--- src/rtl/lat_fifo_pkg.sv ---
// Shared helpers for the latency-compensating FIFO.
//   clog2p1      : width of a counter that must hold the value DEPTH itself
//                  (occupancy and credit counters), i.e. $clog2(n)+1.
//   params_legal : parameter legality test used by the elaboration checks
//                  in latency_fifo (W 1..512, DEPTH power of two 2..256,
//                  LAT 0..64).
package lat_fifo_pkg;

    function automatic int clog2p1(input int n);
        return $clog2(n) + 1;
    endfunction

    function automatic bit params_legal(input int w, input int depth, input int lat);
        return (w >= 1) && (w <= 512) &&
               (depth >= 2) && (depth <= 256) && ((depth & (depth - 1)) == 0) &&
               (lat >= 0) && (lat <= 64);
    endfunction

endpackage

--- src/rtl/latency_fifo_mem.sv ---
// Storage for latency_fifo: DEPTH x W register array.
//   clk   : clock, write on rising edge
//   we    : write enable
//   waddr : write address
//   wdata : write data
//   raddr : read address (asynchronous read, first-word fall-through)
//   rdata : data at raddr
// Contents are deliberately not reset; the control logic masks stale
// entries through out_valid.
module latency_fifo_mem
    import lat_fifo_pkg::*;
#(
    parameter int W     = 8,
    parameter int DEPTH = 4
) (
    input  logic                          clk,
    input  logic                          we,
    input  logic [clog2p1(DEPTH)-2:0]     waddr,
    input  logic [W-1:0]                  wdata,
    input  logic [clog2p1(DEPTH)-2:0]     raddr,
    output logic [W-1:0]                  rdata
);

    logic [W-1:0] mem_reg [DEPTH];

    always_ff @(posedge clk) begin
        if (we) begin
            mem_reg[waddr] <= wdata;
        end
    end

    assign rdata = mem_reg[raddr];

endmodule

--- src/rtl/latency_fifo.sv ---
// Latency-compensating FIFO sitting behind a fixed-delay upstream pipeline.
// Upstream launches an item only while it holds a credit (issue_ready); the
// item returns LAT cycles later on in_valid/in_data and is queued here.
// Credits cover in-flight items plus queued items, so with a well-behaved
// upstream the FIFO can never overflow; if it does, overflow latches.
//   clk         : clock
//   rst_n       : asynchronous active-low reset
//   issue_valid : upstream launches an item this cycle
//   issue_ready : credit available (reserved < DEPTH)
//   in_valid    : item returning from the pipeline
//   in_data     : returning item data
//   out_valid   : FIFO head valid (registered state only)
//   out_ready   : downstream accepts the head
//   out_data    : FIFO head data
//   count       : occupancy
//   overflow    : sticky, an item arrived into a full FIFO and was dropped
module latency_fifo
    import lat_fifo_pkg::*;
#(
    parameter int W     = 8,
    parameter int DEPTH = 4,
    parameter int LAT   = 3
) (
    input  logic                          clk,
    input  logic                          rst_n,
    input  logic                          issue_valid,
    output logic                          issue_ready,
    input  logic                          in_valid,
    input  logic [W-1:0]                  in_data,
    output logic                          out_valid,
    input  logic                          out_ready,
    output logic [W-1:0]                  out_data,
    output logic [clog2p1(DEPTH)-1:0]     count,
    output logic                          overflow
);

    localparam int CW = clog2p1(DEPTH);
    localparam int AW = CW - 1;
    localparam logic [CW-1:0] DEPTH_C = CW'(DEPTH);

    // LAT only documents the upstream pipeline; it is range-checked here.
    generate
        if (!params_legal(W, DEPTH, LAT)) begin : g_bad_params
            $error("latency_fifo: illegal parameters W=%0d DEPTH=%0d LAT=%0d", W, DEPTH, LAT);
        end
    endgenerate

    logic [AW-1:0] wr_ptr_reg,   wr_ptr_next;
    logic [AW-1:0] rd_ptr_reg,   rd_ptr_next;
    logic [CW-1:0] count_reg,    count_next;
    logic [CW-1:0] reserved_reg, reserved_next;
    logic          overflow_reg, overflow_next;

    logic issue_fire;
    logic pop;
    logic push;

    always_comb begin
        issue_fire    = issue_valid && issue_ready;
        pop           = out_valid && out_ready;
        // A pop frees the slot this cycle, so a full FIFO still accepts.
        push          = in_valid && ((count_reg < DEPTH_C) || pop);

        wr_ptr_next   = wr_ptr_reg;
        rd_ptr_next   = rd_ptr_reg;
        count_next    = count_reg;
        reserved_next = reserved_reg;
        overflow_next = overflow_reg | (in_valid && !push);

        // Pointers are AW bits wide and DEPTH is a power of two, so the
        // natural roll-over is the modulo-DEPTH wrap.
        if (push) begin
            wr_ptr_next = wr_ptr_reg + AW'(1);
        end
        if (pop) begin
            rd_ptr_next = rd_ptr_reg + AW'(1);
        end

        case ({push, pop})
            2'b10:   count_next = count_reg + CW'(1);
            2'b01:   count_next = count_reg - CW'(1);
            default: count_next = count_reg;
        endcase

        // Credits return on pop. The floor at zero only matters when items
        // are injected without a credit; it keeps issue_ready from latching
        // low through a wrap of the counter.
        case ({issue_fire, pop})
            2'b10:   reserved_next = reserved_reg + CW'(1);
            2'b01:   reserved_next = (reserved_reg != '0) ? reserved_reg - CW'(1) : reserved_reg;
            default: reserved_next = reserved_reg;
        endcase
    end

    always_ff @(posedge clk or negedge rst_n) begin
        if (!rst_n) begin
            wr_ptr_reg   <= '0;
            rd_ptr_reg   <= '0;
            count_reg    <= '0;
            reserved_reg <= '0;
            overflow_reg <= 1'b0;
        end else begin
            wr_ptr_reg   <= wr_ptr_next;
            rd_ptr_reg   <= rd_ptr_next;
            count_reg    <= count_next;
            reserved_reg <= reserved_next;
            overflow_reg <= overflow_next;
        end
    end

    latency_fifo_mem #(
        .W     (W),
        .DEPTH (DEPTH)
    ) u_mem (
        .clk   (clk),
        .we    (push),
        .waddr (wr_ptr_reg),
        .wdata (in_data),
        .raddr (rd_ptr_reg),
        .rdata (out_data)
    );

    // No look-ahead on a same-cycle pop: the credit returns a cycle later.
    assign issue_ready = (reserved_reg < DEPTH_C);
    assign out_valid   = (count_reg != '0);
    assign count       = count_reg;
    assign overflow    = overflow_reg;

endmodule

--- config.mk ---
export PLATFORM = sky130hd
export DESIGN_NAME = latency_fifo
export DESIGN_NICKNAME = d
export VERILOG_FILES = /design/src/rtl/lat_fifo_pkg.sv /design/src/rtl/latency_fifo_mem.sv /design/src/rtl/latency_fifo.sv
export SDC_FILE = /design/constraint.sdc
export NUM_CORES = 1
export LEC_CHECK = 0
export ABC_AREA = 1
export BUFFER_PORTS_ARGS = -buffer_cell sky130_fd_sc_hd__buf_2
export CORE_AREA = 2 2 70 72
export CTS_CLUSTER_SIZE = 24
export DETAILED_ROUTE_END_ITERATION = 10
export DIE_AREA = 0 0 72 74
export GPL_TIMING_DRIVEN = 0
export PLACE_DENSITY = 0.73
export SYNTH_ARGS = -nofsm -noshare
export SYNTH_HDL_FRONTEND = slang
export SYNTH_HIERARCHICAL = 1
export SYNTH_SLANG_ARGS = --single-unit
--- constraint.sdc ---
create_clock -name clk -period 4.55 [get_ports clk]
set_input_delay 0.91 -clock clk [delete_from_list [all_inputs] [get_ports clk]]
set_output_delay 0.91 -clock clk [all_outputs]
set_load 0.02 [all_outputs]
==> summary.md, run 1 <==
| Metric | Value |
|---|---|
| Status | `completed` |
| CTS root buffer | `clkbuf_8` |
| Arrival time at the worst endpoint | `2.35 ns` |
| DRT Pass-1 Iters | `4` |
| Final setup margin | `2.11 ns` |
| Max FFs per register | `32` |
| Io pins | `27` |
| H-tree depth | `2` |
| Synth Flop Type | `edfxtp_1` |
| Share of the synthesized area in the top cell type | `47.8%` |
| GPL Wtd Cong | `0.714` |
| Fin. max-slew vios | `0` |
| Post-CTS setup buffer count | `0` |
| Maxcap violations | `0` |
| Hpwl dp | `2490 um` |
| Combined area of all synthesized cells | `0.00201 sq mm` |
| Crit Path Max Fanout | `8` |
| TritonCTS buffer count | `5` |
| Residual DRC | `0` |
| Clock latency on the worst-skew pair | `0.30 ns` |
| Crit path capture type | `flop` |
| Final instance area | `0.00233 sq mm` |
| Sequential area share after synthesis | `61.4%` |
| Hold Path Class | `input pin to async pin` |
| Period utilization | `53.7%` |
| RSZ-0062 raised after global routing | `false` |
| Antenna cells | `0` |
| Clock Power Share | `19.2%` |
| Final Setup Violations | `0` |
| Synth area leaders | `edfxtp_1 48%, dfrtp_1 14%, nand2_1 9.1%, inv_1 8.2%, nand3_1 4.5%` |
| Clock slew at reported path FFs | `0.08 ns` |
| Synthesized instance count | `199` |
| PostCTS Resize Cnt | `0` |
| Syn-to-layout area delta | `15.9%` |
| TNS Setup | `0 ns` |
| Critical Path Start Type | `input pin` |
| NetSw | `625 uW` |
| Hold-fix buffers, CTS | `0` |
| Num rows | `25` |
| Final #Nets | `248` |
| Sequential Power Share | `37.2%` |
| #FFs+latches synth | `43` |
| Fmax | `0.409 GHz` |
| Peak supply drop | `0.355 mV` |
| CTS tree | `done` |
| GRT Overall Usage | `15.2%` |
| Initial antenna violation count | `0` |
| DRT iter0 DRCs | `89` |
| Avg Cell Area, Syn | `10.1 sq um` |
| Async SR Flop Fraction | `25.6%` |
| Slew headroom | `14.7%` |
| Clock skew | `0.0109 ns` |
| Vias per inst | `4.62` |
| Critical Path RT | `4.46 ns` |
| Antenna-violating nets left | `0` |
| Largest net degree at the start of global routing | `15` |
| First-pass GRT wire length | `5820 um` |
| GR Overflow Total | `0` |
| Post-synth EDFFs | `32` |
| Tmin final | `2.44 ns` |
| Most common cell after layout, fill and taps aside | `nand2_1` |
| Area leader, netlist | `edfxtp_1` |
| Placed Area | `0.00221 sq mm` |
| Internal power | `914 uW` |
| Post-Route WL | `3530 um` |
| Clock sinks | `43` |
| CTS Buffer Depth | `2` |
| Pre-CTS worst setup slack | `1.66 ns` |
| Initial Util | `43.8%` |
| Leak Pwr | `0.00113 uW` |
| Commonest cells after routing, fill and taps aside | `49 x nand2_1, 44 x inv_1, 32 x edfxtp_1` |
| DIE AREA | `0.00533 sq mm` |
| Routed len/inst | `12.3 um` |
| Distinct cells, synth | `29` |
| CORE AREA | `0.00460 sq mm` |
| Port bufs | `26` |
| Sw Ratio | `40.6%` |
| Syn nets | `215` |
| Die Span Y | `74 um` |
| Pwr dens | `660 mW/mm^2` |
| Synth warn | `6` |
| Layout cells sized above 1 | `24.9%` |
| Die span in x | `72 um` |
| Slew @ Worst Pin | `1.27 ns` |
| Logic pwr share | `43.6%` |
| Crit Path Class | `input pin to flop` |
| Via Count | `1325` |
| Vias in the first global route | `1228` |
| Fin. Hold Viols | `0` |
[cell type report]
type	instances	area, sq um
fillers	413	2270
flip-flops and latches	43	1240
multi-input cells	101	556
inverters	51	195
repair buffers	26	130
clock buffers	5	68.8
well taps	54	67.6
clock inverters	3	43.8
plain buffers	4	35.0
[through the flow]
stage,total power (uW),std cells,hold slack [ns],util [%]
2_1_floorplan,1060,199,0.436,-
3_3_place_gp,1230,279,0.453,48.1
3_5_place_dp,1260,279,0.461,48.1
4_1_cts,1550,287,0.469,50.5
5_1_grt,1660,287,0.463,50.7
6_report,1540,287,0.467,50.7
[power by group through the flow]
| stage | registers, uW | clock network (uW) | logic (uW) |
|---|---|---|---|
| 2_1_floorplan | 586 | 0 | 477 |
| 3_3_place_gp | 576 | 0 | 652 |
| 3_5_place_dp | 579 | 0 | 678 |
| 4_1_cts | 571 | 302 | 681 |
| 5_1_grt | 582 | 326 | 751 |
| 6_report | 573 | 296 | 671 |
[per-layer routing]
metal	share of wire, %	vias up	global-route usage, %	wire, um
li1	-	683	-	-
met1	45	606	19.3	1580
met2	48	31	23.9	1690
met3	5.9	5	6.37	209
met4	1.3	0	5.03	45
met5	0	-	0	0
[critical path, cell delays in order]
cell and delay, ns:
buf_2 0.13, or2_4 0.15, nand2_4 0.06, inv_2 0.05, inv_1 0.07, nor3_1 0.97
[synth_stat cells (2+ instances only)]
| master | number |
|---|---|
| nand2_1 | 49 |
| inv_1 | 44 |
| edfxtp_1 | 32 |
| nand3_1 | 18 |
| dfrtp_1 | 11 |
| inv_2 | 5 |
| nor2_1 | 5 |
| nor3_1 | 4 |
| nand2_2 | 3 |
| xor2_1 | 3 |
| buf_6 | 2 |
| fa_1 | 2 |
| nand2_4 | 2 |
| nand3_2 | 2 |
| nand4_1 | 2 |
| o21ai_0 | 2 |
[cell families after synthesis]
logic type,count (synthesis),synth area share (%)
adder cells (fa/ha/maj),3,2.61
AND/OR/NAND/NOR,89,21.4
buffers and inverters,55,11.4
XOR/XNOR,4,1.74
AO/OA/AOI/OAI,5,1.37
flip-flops,43,61.4
[worst paths after layout]
path | start | slack, ns | cells past startpoint | end
max reg2reg | count[2] | 2.37 | 6 | u_mem/mem_reg[2][1]
max in group asynchronous | rst_n | 3.87 | 1 | reserved_reg[0]
min reg2reg | rd_ptr_reg[1] | 0.47 | 1 | rd_ptr_reg[1]
min in group clk | rd_ptr_reg[1] | 0.47 | 1 | rd_ptr_reg[1]
min | rst_n | 0.47 | 1 | rd_ptr_reg[0]
max | out_ready | 2.11 | 6 | u_mem/mem_reg[2][1]
Power figures use the tool's default switching activity.
==> inputs of run 2 (changes only) <==
clock period = 2.3 ns   (was 4.55 ns; I/O delays follow)
==> summary.md, run 2 (same netlist as run 1, synthesis figures left out) <==
| Metric | Value |
|---|---|
| Status | `completed` |
| Fin. max-slew vios | `0` |
| Routed len/inst | `12.3 um` |
| Fin. Hold Viols | `0` |
| Fmax | `0.508 GHz` |
| Initial Util | `43.8%` |
| Port bufs | `26` |
| Commonest cells after routing, fill and taps aside | `49 x nand2_1, 44 x inv_1, 32 x edfxtp_1` |
| Post-Layout Cell Count | `287` |
| Syn-to-layout area delta | `16.4%` |
| Sw Ratio | `40.8%` |
| Logic pwr share | `43.7%` |
| H-tree depth | `2` |
| CTS tree | `done` |
| NetSw | `1250 uW` |
| Maxcap violations | `0` |
| Tmin final | `1.97 ns` |
| Leak Pwr | `0.00113 uW` |
| Final Setup Violations | `0` |
| Register area | `0.00124 sq mm` |
| Crit Path Max Fanout | `9` |
| Slew @ Worst Pin | `0.786 ns` |
| Arrival time at the worst endpoint | `1.51 ns` |
| Vias in the first global route | `1228` |
| CORE AREA | `0.00460 sq mm` |
| Via Count | `1328` |
| Clock slew at reported path FFs | `0.08 ns` |
| Hpwl dp | `2490 um` |
| CTS root buffer | `clkbuf_8` |
| Vias per inst | `4.63` |
| Hold Path Class | `input pin to async pin` |
| R2R setup slack | `0.41 ns` |
| Worst reg-to-reg path cell count | `9` |
| DIE AREA | `0.00533 sq mm` |
| Hold_ws | `0.0168 ns` |
| Final instance area | `0.00234 sq mm` |
| TritonCTS buffer count | `5` |
| Antenna-violating nets left | `0` |
| Final core occ | `50.9%` |
| Clock sinks | `43` |
| Clock Power Share | `19.2%` |
| Num rows | `25` |
| DP Cell Count | `279` |
| DRT Pass-1 Iters | `4` |
| Critical Path RT | `1.84 ns` |
| Placed Area | `0.00221 sq mm` |
| Slew headroom | `47.3%` |
| Period utilization | `85.7%` |
| Crit Path Class | `flop to output pin` |
| Die span in x | `72 um` |
| Layout cells sized above 1 | `25.8%` |
| Crit path capture type | `output pin` |
| RSZ-0062 raised after global routing | `false` |
| Sequential Power Share | `37.1%` |
| DRT iter0 DRCs | `90` |
| Initial antenna violation count | `0` |
| GR Overflow Total | `0` |
| Post-Route WL | `3530 um` |
| GRT Overall Usage | `15.2%` |
| Clock latency on the worst-skew pair | `0.30 ns` |
| Peak supply drop | `0.702 mV` |
| Io pins | `27` |
| Die Span Y | `74 um` |
| Final #Nets | `248` |
| Reg-to-reg startpoint | `count[2]` |
| First-pass GRT wire length | `5820 um` |
| R2R Path End | `count[2]` |
| CTS Buffer Depth | `2` |
| Pwr dens | `1300 mW/mm^2` |
| Max FFs per register | `32` |
| Fillers | `413` |
| Antenna cells | `0` |
| Internal power | `1810 uW` |
| Critical Path Start Type | `flop` |
| Multi-input gate area | `566 sq um` |
| Most common cell after layout, fill and taps aside | `nand2_1` |
| Residual DRC | `0` |
| Largest net degree at the start of global routing | `15` |
| GPL Wtd Cong | `0.714` |
| Clock skew | `0.0120 ns` |
==> run 2: cell types whose count changed in the layout (fill, tap and decap cells not counted) <==
| cell | before | now |
|---|---|---|
| nor3_2 | 2 | 4 |
| nor3_1 | 2 | 0 |
==> run 2: final cells by class <==
cell class | instances | area share (%)
well taps | 54 | 2.88
repair buffers | 26 | 5.56
multi-input cells | 101 | 24.1
clock buffers | 5 | 2.94
plain buffers | 4 | 1.50
inverters | 51 | 8.33
flip-flops and latches | 43 | 52.8
clock inverters | 3 | 1.87
==> run 2: per-layer routing <==
metal / track usage, % / routed length (um) / vias up
met3: 6.37 / 185 / 5
met5: 0 / 0 / -
met4: 5.03 / 45 / 0
met1: 19.3 / 1610 / 613
li1: - / - / 683
met2: 23.9 / 1690 / 27
==> run 2: repair_timing <==
| item | in CTS | in global routing |
|---|---|---|
| hold buffers | 0 | 0 |
| endpoints found under the setup margin | 8 | 8 |
| gates resized for setup | 1 | 2 |
| setup buffers | 0 | 0 |
==> run 2: metrics by stage <==
stage,worst slack (ns),total power (uW),TNS (ns)
after floorplan,0.374,2100,0
after global placement,-0.0672,2430,-1.04
after detailed placement,-0.145,2490,-1.67
after CTS,0.0438,3080,0
after global routing,0.218,3290,0
final,0.330,3060,0
==> run 2: worst max-delay path by stage <==
stage                       start             endpoint  cells after the start
floorplan                count[1]             count[2]                     10
global placement        out_ready  u_mem/mem_reg[1][0]                      6
detailed placement      out_ready  u_mem/mem_reg[1][3]                      6
CTS                      count[2]  u_mem/mem_reg[0][1]                      6
global route        rd_ptr_reg[1]          out_data[2]                      5
finish              rd_ptr_reg[1]          out_data[7]                      5
==> run 2: power groups by stage <==
| stage | Sequential, uW | Clock [uW] | Combinational, uW |
|---|---|---|---|
| floorplan | 1160 | 0 | 943 |
| global placement | 1140 | 0 | 1290 |
| detailed placement | 1150 | 0 | 1340 |
| CTS | 1130 | 597 | 1350 |
| global route | 1150 | 645 | 1490 |
| finish | 1130 | 587 | 1340 |
==> run 2: critical path, stage by stage, from the launching register on <==
cell	delay [ns]
dfrtp_1	0.39
buf_2	0.20
inv_1	0.27
nand3_1	0.13
nand2_1	0.07
buf_2	0.16
